### config.mk
export PLATFORM = sky130hd
export DESIGN_NAME = early_debounce_ctrl
export DESIGN_NICKNAME = d
export VERILOG_FILES = /design/src/rtl/early_debounce_pkg.sv /design/src/rtl/early_debounce_ctrl_chan.sv /design/src/rtl/early_debounce_ctrl.sv
export SDC_FILE = /design/constraint.sdc
export NUM_CORES = 1
export LEC_CHECK = 0
export BUFFER_PORTS_ARGS = -buffer_cell sky130_fd_sc_hd__buf_2
export CAP_MARGIN = 20
export CORE_MARGIN = 2
export CORE_UTILIZATION = 55
export CTS_BUF_LIST = sky130_fd_sc_hd__clkbuf_4 sky130_fd_sc_hd__clkbuf_8
export DETAILED_ROUTE_END_ITERATION = 10
export PLACE_DENSITY = 0.74
export SYNTH_ARGS = -nofsm -noshare
export SYNTH_HDL_FRONTEND = slang
export SYNTH_SLANG_ARGS = --single-unit
### constraint.sdc
create_clock -name clk -period 2.12 [get_ports clk]
set_input_delay 0.424 -clock clk [delete_from_list [all_inputs] [get_ports clk]]
set_output_delay 0.424 -clock clk [all_outputs]
set_load 0.02 [all_outputs]
### src/rtl/early_debounce_pkg.sv
// Shared types and default timing constants for the early-detection debouncer.
package early_debounce_pkg;

    typedef enum logic [1:0] {ZERO, WAIT1, ONE, WAIT0} db_state_t;

    localparam int DB_TICK_M     = 100000;
    localparam int DB_LOCK_TICKS = 20;

endpackage

### src/rtl/early_debounce_ctrl_chan.sv
// One debounce channel: 2-flop synchroniser, lockout FSM, tick-driven lockout
// counter and registered edge pulses.
module debounce_chan
    import early_debounce_pkg::*;
#(
    parameter int LOCK_TICKS = DB_LOCK_TICKS
) (
    input  logic clk,
    input  logic reset,
    input  logic sw_in,
    input  logic tick,
    output logic db_out,
    output logic rise_pulse,
    output logic fall_pulse,
    output logic busy
);

    localparam int             CW       = $clog2(LOCK_TICKS + 1);
    localparam logic [CW-1:0]  CNT_LOAD = CW'(LOCK_TICKS);
    localparam logic [CW-1:0]  CNT_LAST = CW'(1);

    logic [1:0]    sync_q, sync_d;
    db_state_t     state_q, state_d;
    logic [CW-1:0] cnt_q, cnt_d;
    logic          rise_q, rise_d;
    logic          fall_q, fall_d;
    logic          s;

    assign s = sync_q[1];

    always_ff @(posedge clk or posedge reset) begin
        if (reset) begin
            sync_q  <= '0;
            state_q <= ZERO;
            cnt_q   <= '0;
            rise_q  <= 1'b0;
            fall_q  <= 1'b0;
        end else begin
            sync_q  <= sync_d;
            state_q <= state_d;
            cnt_q   <= cnt_d;
            rise_q  <= rise_d;
            fall_q  <= fall_d;
        end
    end

    // Pulses are flagged on the accepting transition so they register
    // together with the new state and line up with db_out.
    always_comb begin
        sync_d  = {sync_q[0], sw_in};
        state_d = state_q;
        cnt_d   = cnt_q;
        rise_d  = 1'b0;
        fall_d  = 1'b0;
        case (state_q)
            ZERO: begin
                if (s) begin
                    state_d = WAIT1;
                    cnt_d   = CNT_LOAD;
                    rise_d  = 1'b1;
                end
            end
            WAIT1: begin
                if (tick) begin
                    if (cnt_q == CNT_LAST) state_d = ONE;
                    cnt_d = cnt_q - CNT_LAST;
                end
            end
            ONE: begin
                if (!s) begin
                    state_d = WAIT0;
                    cnt_d   = CNT_LOAD;
                    fall_d  = 1'b1;
                end
            end
            WAIT0: begin
                if (tick) begin
                    if (cnt_q == CNT_LAST) state_d = ZERO;
                    cnt_d = cnt_q - CNT_LAST;
                end
            end
            default: state_d = ZERO;
        endcase
    end

    assign db_out     = (state_q == WAIT1) || (state_q == ONE);
    assign busy       = (state_q == WAIT1) || (state_q == WAIT0);
    assign rise_pulse = rise_q;
    assign fall_pulse = fall_q;

endmodule

### src/rtl/early_debounce_ctrl.sv
// Multi-channel early-detection debouncer: a free-running tick prescaler
// shared by CH independent lockout channels.
module early_debounce_ctrl
    import early_debounce_pkg::*;
#(
    parameter int CH         = 4,
    parameter int TICK_M     = DB_TICK_M,
    parameter int LOCK_TICKS = DB_LOCK_TICKS
) (
    input  logic          clk,
    input  logic          reset,
    input  logic [CH-1:0] sw_in,
    output logic [CH-1:0] db_out,
    output logic [CH-1:0] rise_pulse,
    output logic [CH-1:0] fall_pulse,
    output logic [CH-1:0] busy,
    output logic          tick
);

    localparam int            PW      = $clog2(TICK_M);
    localparam logic [PW-1:0] PS_LAST = PW'(TICK_M - 1);

    logic [PW-1:0] ps_q, ps_d;

    always_ff @(posedge clk or posedge reset) begin
        if (reset) ps_q <= '0;
        else       ps_q <= ps_d;
    end

    always_comb begin
        ps_d = tick ? '0 : ps_q + PW'(1);
    end

    assign tick = (ps_q == PS_LAST);

    for (genvar i = 0; i < CH; i++) begin : g_chan
        debounce_chan #(
            .LOCK_TICKS (LOCK_TICKS)
        ) u_chan (
            .clk        (clk),
            .reset      (reset),
            .sw_in      (sw_in[i]),
            .tick       (tick),
            .db_out     (db_out[i]),
            .rise_pulse (rise_pulse[i]),
            .fall_pulse (fall_pulse[i]),
            .busy       (busy[i])
        );
    end

endmodule

==> reports/metrics.cfg, run 1 <==
[yosys]
synthSimpleGateAreaFrac_pct=19.6
synth_edf_count=0
synth_adder_area_share_pct=10.2
syn-cell-area_um2=3430
synth_top_family_by_area=simple AND/OR/NAND/NOR gates
synth-compound-area-share_pct=10.6
ys_seq_elements=61
syn_inst=335
ys_seq_area_share_pct=44.5
ys_warn_count=0
syn_avg_cell_area_um2=10.2
muxShareOfSynthArea_pct=4.53
synth_xor_area_share_pct=3.32
synth_nets=369
synthArstFlopShare_pct=100
yosysUniqueCellTypes=52
synth-main-ff-cell=dfrtp_1

[run_status]
status=completed

[global_routing]
grt_antenna_before_repair=0
grt_max_degree=62
grt_pass1_wl_um=11100
grt.met2_usage_pct=33.2
grt_util_met3_pct=6.16
grt_usage_pct=19.9
globalRouteMet1Util_pct=24.4
grt-ovfl-total=0
busiest_layer=met2
first_global_vias=2469

[sta]
finalMaxSlewViolations=0
hold_violations=0
slew_headroom_pct=49.7
min_period_ns=2.04
finalSetupViolCount=0
setup_tns_ns=0
fin_worst_skew_ns=0.00899
timing.fmax_mhz=489
worst_pin_slew_ns=0.744
finalCritPeriodShare_pct=96.5

[pwr]
vdd.ir_drop.worst_uv=763
finalPower_w=0.00332
p_sw_share_pct=33.8
clkPwrFrac_pct=28.1
p_int_w=0.00220
p_per_area_nw_per_um2=875
combPwrFrac_pct=31.3
switchingPower_w=0.00112
p_leak_nw=1.80
seqPwrFrac_pct=40.6

[worst_setup_path]
critPathMaxFanout=5
critPathKind=reg2out
startpoint_type=flip-flop
end_kind=output port
worstPathArrival_ns=1.62
cp.required_ns=1.70

[drt]
ant_nets=0
finalWirelength_um=6450
remaining_drc_errors=0
vias=2498
drt_iter0_markers=153
vias_per_cell=5.74
dr.pass1.iters=5
wl_per_cell_um=14.8

[floorplan]
rows=28
die_w_um=83.0
fp.dieH_um=83.0
core_um2=5960
num_io_pins=23
start_util_pct=57.6
die_area_um2=6880

[placement]
numPortBuffers=22
gp_congestion=0.873
hpwlAfterDp_um=4400
dpl_cell_area_um2=3570

[finish]
syn2layout_area_growth_pct=10.8
fin_nets=392
num-fill-cells=474
diodes=0
fin_area_um2=3800
drive_above_1_share_pct=17.8

[hold_path]
hp-class=in2async

[clocking]
cts_tree=done
clockBufferDepth=2
clk_pin_slew_worst_paths_ns=0.06
hold_buffers=0
clk_latency_ns=0.34
cts_buffers=9
htreeDepth=3
clk_root_buffer_cell=clkbuf_8
cts.sinks=61

[run]
cap_violations=0

==> cells by family (layout without fill, tap and decap cells) <==
| group | count (synthesis) | in the layout |
|---|---|---|
| AOI/OAI and AO/OA | 49 | 49 |
| xor gates and xnor gates | 13 | 13 |
| adders and majority gates | 28 | 28 |
| buffers and inverters | 46 | 71 |
| DFF | 61 | 61 |
| muxes | 15 | 15 |
| and+or+nand+nor | 123 | 123 |
==> power groups by stage <==
stage / clock, W / combinational (W) / sequential, W
6_report: 0.000934 / 0.00104 / 0.00135
3_5_place_dp: 0 / 0.00101 / 0.00137
5_1_grt: 0.00102 / 0.00115 / 0.00136
4_1_cts: 0.000968 / 0.00102 / 0.00135
2_1_floorplan: 0 / 0.000859 / 0.00135
3_3_place_gp: 0 / 0.000979 / 0.00136
==> placed cells by master, fill, tap and decap left out, drive strengths merged, types with 10 or more instances in the layout <==
cell    synthesis  final
clkbuf          3     10
nand2          21     21
mux2i          11     11
ha             28     28
nand3          17     17
nor2           30     30
inv            23     23
buf            20     35
dfrtp          61     61
nor3           12     12
==> flip-flops by register name, indices dropped and copies added (netlist names) <==
register                  cells
g_chan.u_chan.cnt_q          20
g_chan.u_chan.state_q         8
g_chan.u_chan.sync_q          8
g_chan.u_chan.fall_pulse      4
ps_q                         17
g_chan.u_chan.rise_pulse      4
==> metrics by stage <==
stage | instances | setup slack, ns | hold slack [ns] | util [%]
final | 435 | 0.0751 | 0.139 | 63.8
after global routing | 435 | -0.00992 | 0.155 | 63.8
after CTS | 435 | 0.0422 | 0.144 | 63.1
after detailed placement | 421 | 0.0716 | 0.335 | 60.0
after global placement | 421 | 0.180 | 0.333 | 60.0
after floorplan | 335 | 0.183 | 0.331 | -
==> critical path: stages, from the launching register on <==
cell and delay [ns]:
dfrtp_1 0.40, ha_4 0.17, and4_4 0.27, and4_4 0.27, buf_2 0.18
==> final cells by class <==
type                            count  area [µm²]  area share (%)
Clock inverter                      3        40.0            1.05
Multi-Input combinational cell    228        1700            44.7
Sequential cell                    61        1530            40.2
Tap cell                           75        93.8            2.47
Inverter                           23        86.3            2.27
Timing Repair Buffer               35         220            5.80
Clock buffer                       10         131            3.46
==> cell usage after synthesis (all sizes together) (2+ instances only) <==
| cell type | instances | area share [%] |
|---|---|---|
| a311oi | 7 | 1.8 |
| mux2 | 4 | 1.3 |
| nor3 | 12 | 1.8 |
| inv | 23 | 2.5 |
| nand2 | 21 | 2.3 |
| nor4 | 9 | 2.1 |
| o22ai | 4 | 0.73 |
| nor2 | 30 | 3.3 |
| clkbuf | 3 | 0.36 |
| nor4b | 4 | 1.0 |
| a31oi | 5 | 0.91 |
| and2 | 6 | 1.1 |
| or3 | 2 | 0.36 |
| a21o | 2 | 0.44 |
| nand4 | 6 | 1.5 |
| mux2i | 11 | 3.2 |
| buf | 20 | 4.3 |
| nand3 | 17 | 2.5 |
| and4 | 4 | 1.0 |
| xor2 | 4 | 1.0 |
| a32oi | 3 | 0.77 |
| o21ai | 9 | 1.3 |
| dfrtp | 61 | 45 |
| a21oi | 3 | 0.44 |
| o32ai | 2 | 0.51 |
| o211ai | 2 | 0.44 |
| a211o | 2 | 0.51 |
| a311o | 2 | 0.58 |
| nor2b | 5 | 0.91 |
| and3 | 2 | 0.36 |
| xnor2 | 9 | 2.3 |
| ha | 28 | 10 |
==> layer usage <==
layer  part of all wire [%]  routed length, µm  vias up
met3                    3.7                237       12
met2                     49               3170       50
met1                     45               2930     1206
li1                       -                  -     1230
met5                      0                  0        -
met4                    1.7                112        0
==> final timing paths <==
kind | start | to | slack, ns | cells after the start
worst min-delay path | reset | g_chan[3].u_chan.sync_q[0] | 0.14 | 3
worst max register to register | g_chan[3].u_chan.state_q[0] | g_chan[3].u_chan.state_q[1] | 0.11 | 6
min in group clk | sw_in[1] | g_chan[1].u_chan.sync_q[0] | 0.19 | 1
worst min register to register | g_chan[1].u_chan.sync_q[0] | g_chan[1].u_chan.sync_q[1] | 0.35 | 0
max in group asynchronous | reset | ps_q[13] | 1.72 | 3
worst max-delay path | ps_q[0] | tick | 0.08 | 4
==> timing repair <==
action / 4_1_cts / 5_1_grt
pin swaps: 0 / 0
endpoints found under the setup margin: 1 / 5
resized for setup: 5 / 8
endpoints found under the hold margin: 0 / 0
buffers inserted: 1 / 0
No activity file was read; power rests on OpenSTA's default activity.
==> inputs of run 2 (changes only) <==
BUFFER_PORTS_ARGS = unset   (was -buffer_cell sky130_fd_sc_hd__buf_2)
DONT_BUFFER_PORTS = 1   (was unset)
PLACE_DENSITY = 0.7   (was 0.74)
==> run 2 against run 1 <==
Against the previous run:
- total power increased by 3.3%
- clock-buffer cell count is 1 higher
- hold slack worse by 0.035 ns
- worst setup slack gained 0.013 ns
- critical path depth decreased by 1
- critical endpoint unchanged
==> reports/metrics.cfg, run 2 (same netlist as run 1, synthesis figures left out) <==
[run_status]
status=completed

[clocking]
clk_root_buffer_cell=clkbuf_8
cts_buffers=9
clk_pin_slew_worst_paths_ns=0.08
clk_latency_ns=0.34
htreeDepth=3
clockBufferDepth=2
cts.sinks=61
cts_tree=done

[floorplan]
rows=28
die_area_um2=6880
core_um2=5960
num_io_pins=23
fp.dieH_um=83.0
start_util_pct=57.6
die_w_um=83.0

[finish]
fin_nets=374
final_common_cell=dfrtp_1
fin_area_um2=3750
layout_common_cells=61 x dfrtp_1, 29 x nor2_1, 27 x ha_1
diodes=0
max_flop_register=g_chan.u_chan.cnt_q
reg_top3=g_chan.u_chan.cnt_q: 20 flops, ps_q: 17 flops
syn2layout_area_growth_pct=9.49
largest_register_ffs=20
utilization_pct=63.0
drive_above_1_share_pct=12.8

[global_routing]
grt_pass1_wl_um=11000
grt_antenna_before_repair=0
grt-ovfl-total=0
globalRouteMet1Util_pct=24.3
grt_max_degree=45
busiest_layer=met2
grt.met2_usage_pct=32.8
first_global_vias=2365
grt_util_met3_pct=5.67
grt_usage_pct=19.5

[placement]
numPortBuffers=0
gp_congestion=0.820
hpwlAfterDp_um=4320
dpl_cell_area_um2=3490

[pwr]
combPwrFrac_pct=28.5
switchingPower_w=0.00117
seqPwrFrac_pct=40.3
p_sw_share_pct=34.2
vdd.ir_drop.worst_uv=748
clkPwrFrac_pct=31.2
p_int_w=0.00226
p_leak_nw=1.74
p_per_area_nw_per_um2=914

[sta]
finalMaxSlewViolations=0
hold_violations=0
fin_worst_skew_ns=0.0112
finalCritPeriodShare_pct=95.8
worst_pin_slew_ns=0.514
rsz0062_at_grt=no
finalSetupViolCount=0
min_period_ns=2.03
slew_headroom_pct=64.8
timing.fmax_mhz=492
setup_tns_ns=0

[drt]
ant_nets=0
remaining_drc_errors=0
drt_iter0_markers=166
dr.pass1.iters=4
finalWirelength_um=6240
vias=2457
wl_per_cell_um=14.8
vias_per_cell=5.85

[worst_setup_path]
rr_worst_depth=6
critPathKind=reg2out
reg2reg_from=g_chan[3].u_chan.state_q[0]
worstPathArrival_ns=1.61
end_kind=output port
regToRegSetupSlack_ns=0.16
cp.required_ns=1.70
critPathMaxFanout=7
r2r_end=g_chan[3].u_chan.state_q[1]
endpoint=tick
crit_start=ps_q[13]
startpoint_type=flip-flop

[hold_path]
hp-class=in2reg
hold_depth=0

[run]
cap_violations=0

run 2: layout make-up:
cell class              count  area [µm²]
fillers                   477        2200
multi-input cells         228        1690
flip-flops and latches     61        1530
clock buffers              11         151
repair buffers             17         146
well taps                  75        93.8
inverters                  23        86.3
clock inverters             5        58.8
run 2: per-stage QoR:
stage               worst slack (ns)  hold slack, ns  instances  total power (W)
floorplan                      0.183           0.331        335          0.00221
global placement               0.178           0.313        402          0.00232
detailed placement            0.0919           0.323        402          0.00236
CTS                          0.00435          0.0878        419          0.00346
global route                  0.0149          0.0880        420          0.00363
finish                        0.0885           0.103        420          0.00343
run 2: metal layers:
metal / part of all wire [%] / wire length, µm / vias to the layer above
li1: - / - / 1200
met1: 45 / 2800 / 1203
met2: 49 / 3080 / 47
met3: 4.8 / 297 / 7
met4: 0.98 / 61 / 0
met5: 0 / 0 / -
run 2: worst min-delay path by stage:
| stage | start | to |
|---|---|---|
| 2_1_floorplan | g_chan[0].u_chan.sync_q[0] | g_chan[0].u_chan.sync_q[1] |
| 3_3_place_gp | reset | ps_q[11] |
| 3_5_place_dp | reset | ps_q[11] |
| 4_1_cts | sw_in[3] | g_chan[3].u_chan.sync_q[0] |
| 5_1_grt | sw_in[3] | g_chan[3].u_chan.sync_q[0] |
| 6_report | sw_in[3] | g_chan[3].u_chan.sync_q[0] |
run 2: power by group through the flow:
stage               registers, W  logic [W]  clock network [W]
floorplan                0.00135   0.000859                  0
global placement         0.00140   0.000927                  0
detailed placement       0.00141   0.000954                  0
CTS                      0.00138   0.000972            0.00110
global route             0.00140    0.00109            0.00114
finish                   0.00138   0.000978            0.00107
run 2: critical path, cell delays in order (launching register included):
cell and delay (ns):
dfrtp_1 0.46, nor4bb_1 0.35, and4_4 0.29, buf_6 0.16
run 2: repair_timing:
action	4_1_cts	5_1_grt
setup endpoints to repair	2	3
endpoints found under the hold margin	17	0
gates resized for setup	4	6
hold buffers	1	0
pin swaps	0	1
setup buffers	0	1
==> inputs of run 3 (changes only) <==
SYNTH_HIERARCHICAL = 1   (was unset)
==> run 3 against run 2 <==
Against the previous run:
- clock power decreased by 4%
- clock-buffer cell count is 1 higher
- flip-flop and latch count stayed put
- combinational power rose by 130%
- critical path type unchanged
- maximum frequency fell by 1.2%
- clock skew is 0.0042 ns lower
- largest power group is now combinational cells
- synthesized cell count decreased by 16%
==> reports/metrics.cfg, run 3 <==
[clocking]
clk_pin_slew_worst_paths_ns=0.06
cts_tree=done
cts.sinks=61
clockBufferDepth=2
htreeDepth=3
clk_latency_ns=0.33
clk_root_buffer_cell=clkbuf_8
cts_buffers=9

[yosys]
ys_seq_area_share_pct=46.4
synth-main-ff-cell=dfrtp_1
syn_inst=283
synthArstFlopShare_pct=100
synth-compound-area-share_pct=7.14
ys_warn_count=6
yosysMostFrequentCell=dfrtp_1
synthDominantCellAreaShare_pct=46.4
synth_edf_count=0
syn_avg_cell_area_um2=11.6
synthSimpleGateAreaFrac_pct=18.4
ys_seq_elements=61
syn-cell-area_um2=3290
synth_top_family_by_area=simple AND/OR/NAND/NOR gates
synth_nets=318
yosysUniqueCellTypes=33
synth_adder_area_share_pct=11.0
yosys.area.top_type=dfrtp_1
ys_top_cells_by_count=61 x dfrtp_1, 29 x ha_1, 27 x inv_1, 26 x nor2_1, 13 x nand2_1
muxShareOfSynthArea_pct=9.88
synth_xor_area_share_pct=3.99
synthTopCellsByArea=dfrtp_1 46%, ha_1 11%, mux2_2 4.1%

[finish]
syn2layout_area_growth_pct=13.6
seq_area_um2=1530
drive_above_1_share_pct=28.5
max_flop_register=g_chan.u_chan/cnt_q
reg_top3=g_chan.u_chan/cnt_q: 20 flops, ps_q: 17 flops
layout_common_cells=61 x dfrtp_1, 28 x ha_1, 27 x inv_1
final_common_cell=dfrtp_1
fin_nets=339
largest_register_ffs=20
multi_input_area_um2=1720
num-fill-cells=451

[worst_setup_path]
reg2reg_from=ps_q[0]
end_kind=output port
regToRegSetupSlack_ns=0.13
cp_top_family=simple AND/OR/NAND/NOR gates
critPathMaxFanout=6
crit_start=ps_q[0]
r2r_end=g_chan[2].u_chan/state_q[1]
path_depth=5
cp.required_ns=1.70
endpoint=tick
critPathKind=reg2out
worstPathCellList=ha_4 > nand3_2 > nor2_2 > and4_4 > buf_8
critical-path-slowest-cell=dfrtp_1
worstPathArrival_ns=1.63
max_stage_delay_ns=0.41
path_buf_inv=1
startpoint_type=flip-flop
rr_worst_depth=7

[global_routing]
grt_pass1_wl_um=9540
first_global_vias=2010
grt_antenna_before_repair=1
grt-ovfl-total=0
grt_max_degree=18
grt_usage_pct=19.3

[pwr]
seqPwrFrac_pct=34.9
switchingPower_w=0.00204
clkPwrFrac_pct=20.3
p_leak_nw=1.72
p_int_w=0.00305
combPwrFrac_pct=44.8
p_sw_share_pct=40.1
vdd.ir_drop.worst_uv=770
finalPower_w=0.00509
p_per_area_nw_per_um2=1360

[placement]
hpwlAfterDp_um=4050
dp_slack_ns=-0.0415
gp_congestion=0.823
numPortBuffers=0

[drt]
wl_per_cell_um=14.7
drt_iter0_markers=112
finalWirelength_um=5680
vias=2088
remaining_drc_errors=0
ant_nets=0
dr.pass1.iters=5
vias_per_cell=5.42

[run]
cap_violations=0

[sta]
worst_pin_slew_ns=0.640
finalMaxSlewViolations=0
layout_setup_ws_ns=0.0644
hold_violations=0
whs_ns=0.0660
timing.fmax_mhz=486
min_period_ns=2.06
slew_headroom_pct=57.3
fin_worst_skew_ns=0.00703
finalCritPeriodShare_pct=97.0
finalSetupViolCount=0

[floorplan]
fp.dieH_um=81.4
rows=28
start_util_pct=56.3
die_area_um2=6620
die_w_um=81.4
num_io_pins=23
core_um2=5850

[hold_path]
hp-class=in2async

[run_status]
status=completed

-- run 3: cell types whose count changed in the layout (fill, tap and decap cells not counted), sizes merged, moves of 5 or more --
cell    delta
mux2      +12
a311oi     -7
nand3      -8
and4       +6
nand2      -8
buf        -6
nor4       -5
-- run 3: logic make-up after synthesis --
kind of cell / Yosys count
flops: 61
buf+inv: 28
simple gates: 94
xor+xnor: 15
compound gates: 32
fa+ha+maj: 29
mux: 24
-- run 3: power groups by stage --
stage          clock (W)  sequential, W  combinational, W
4_1_cts          0.00106        0.00178           0.00228
2_1_floorplan          0        0.00172           0.00193
3_5_place_dp           0        0.00179           0.00226
6_report         0.00103        0.00178           0.00228
5_1_grt          0.00113        0.00182           0.00256
3_3_place_gp           0        0.00178           0.00218
-- run 3: cell type report --
class                      count  share of cell area [%]
clock inverter                 4                    1.27
antenna                        1                  0.0669
tap                           75                    2.51
inverter                      27                    2.71
sequential                    61                    40.8
timing repair buffer          11                    2.47
multi-input combinational    194                    46.1
clock buffer                  12                    4.08
-- run 3: repair_timing --
action	CTS	global route
hold buffers	1	0
cloned	0	0
gates resized for setup	7	8
endpoints found under the setup margin	6	7
setup buffers	0	2
hold endpoints to repair	44	0
pin swaps	0	1
-- run 3: worst min-delay path by stage --
stage / start / endpoint / cells past startpoint
after floorplan: reset / g_chan[0].u_chan/cnt_q[0] / 1
after detailed placement: reset / g_chan[2].u_chan/sync_q[1] / 1
after global placement: reset / g_chan[2].u_chan/rise_pulse / 1
after global routing: sw_in[2] / g_chan[2].u_chan/sync_q[0] / 0
final: reset / ps_q[5] / 1
after CTS: reset / ps_q[12] / 1
-- run 3: per-stage QoR --
stage                     cell area, µm²  setup TNS [ns]  std cells  util, %
after CTS                           3670               0        382     62.8
after global placement              3440               0        365     58.8
after detailed placement            3440         -0.0801        365     58.8
after global routing                3740         -0.0223        385     63.9
after floorplan                     3290               0        283        -
final                               3740               0        385     63.9
-- run 3: layer usage --
metal  global-route usage [%]  share of wire [%]  vias to the layer above
li1                         -                  -                     1033
met1                     25.3                 47                     1009
met2                     29.7                 46                       37
met3                     5.56                4.8                        9
met4                     8.64                1.7                        0
met5                        0                  0                        -
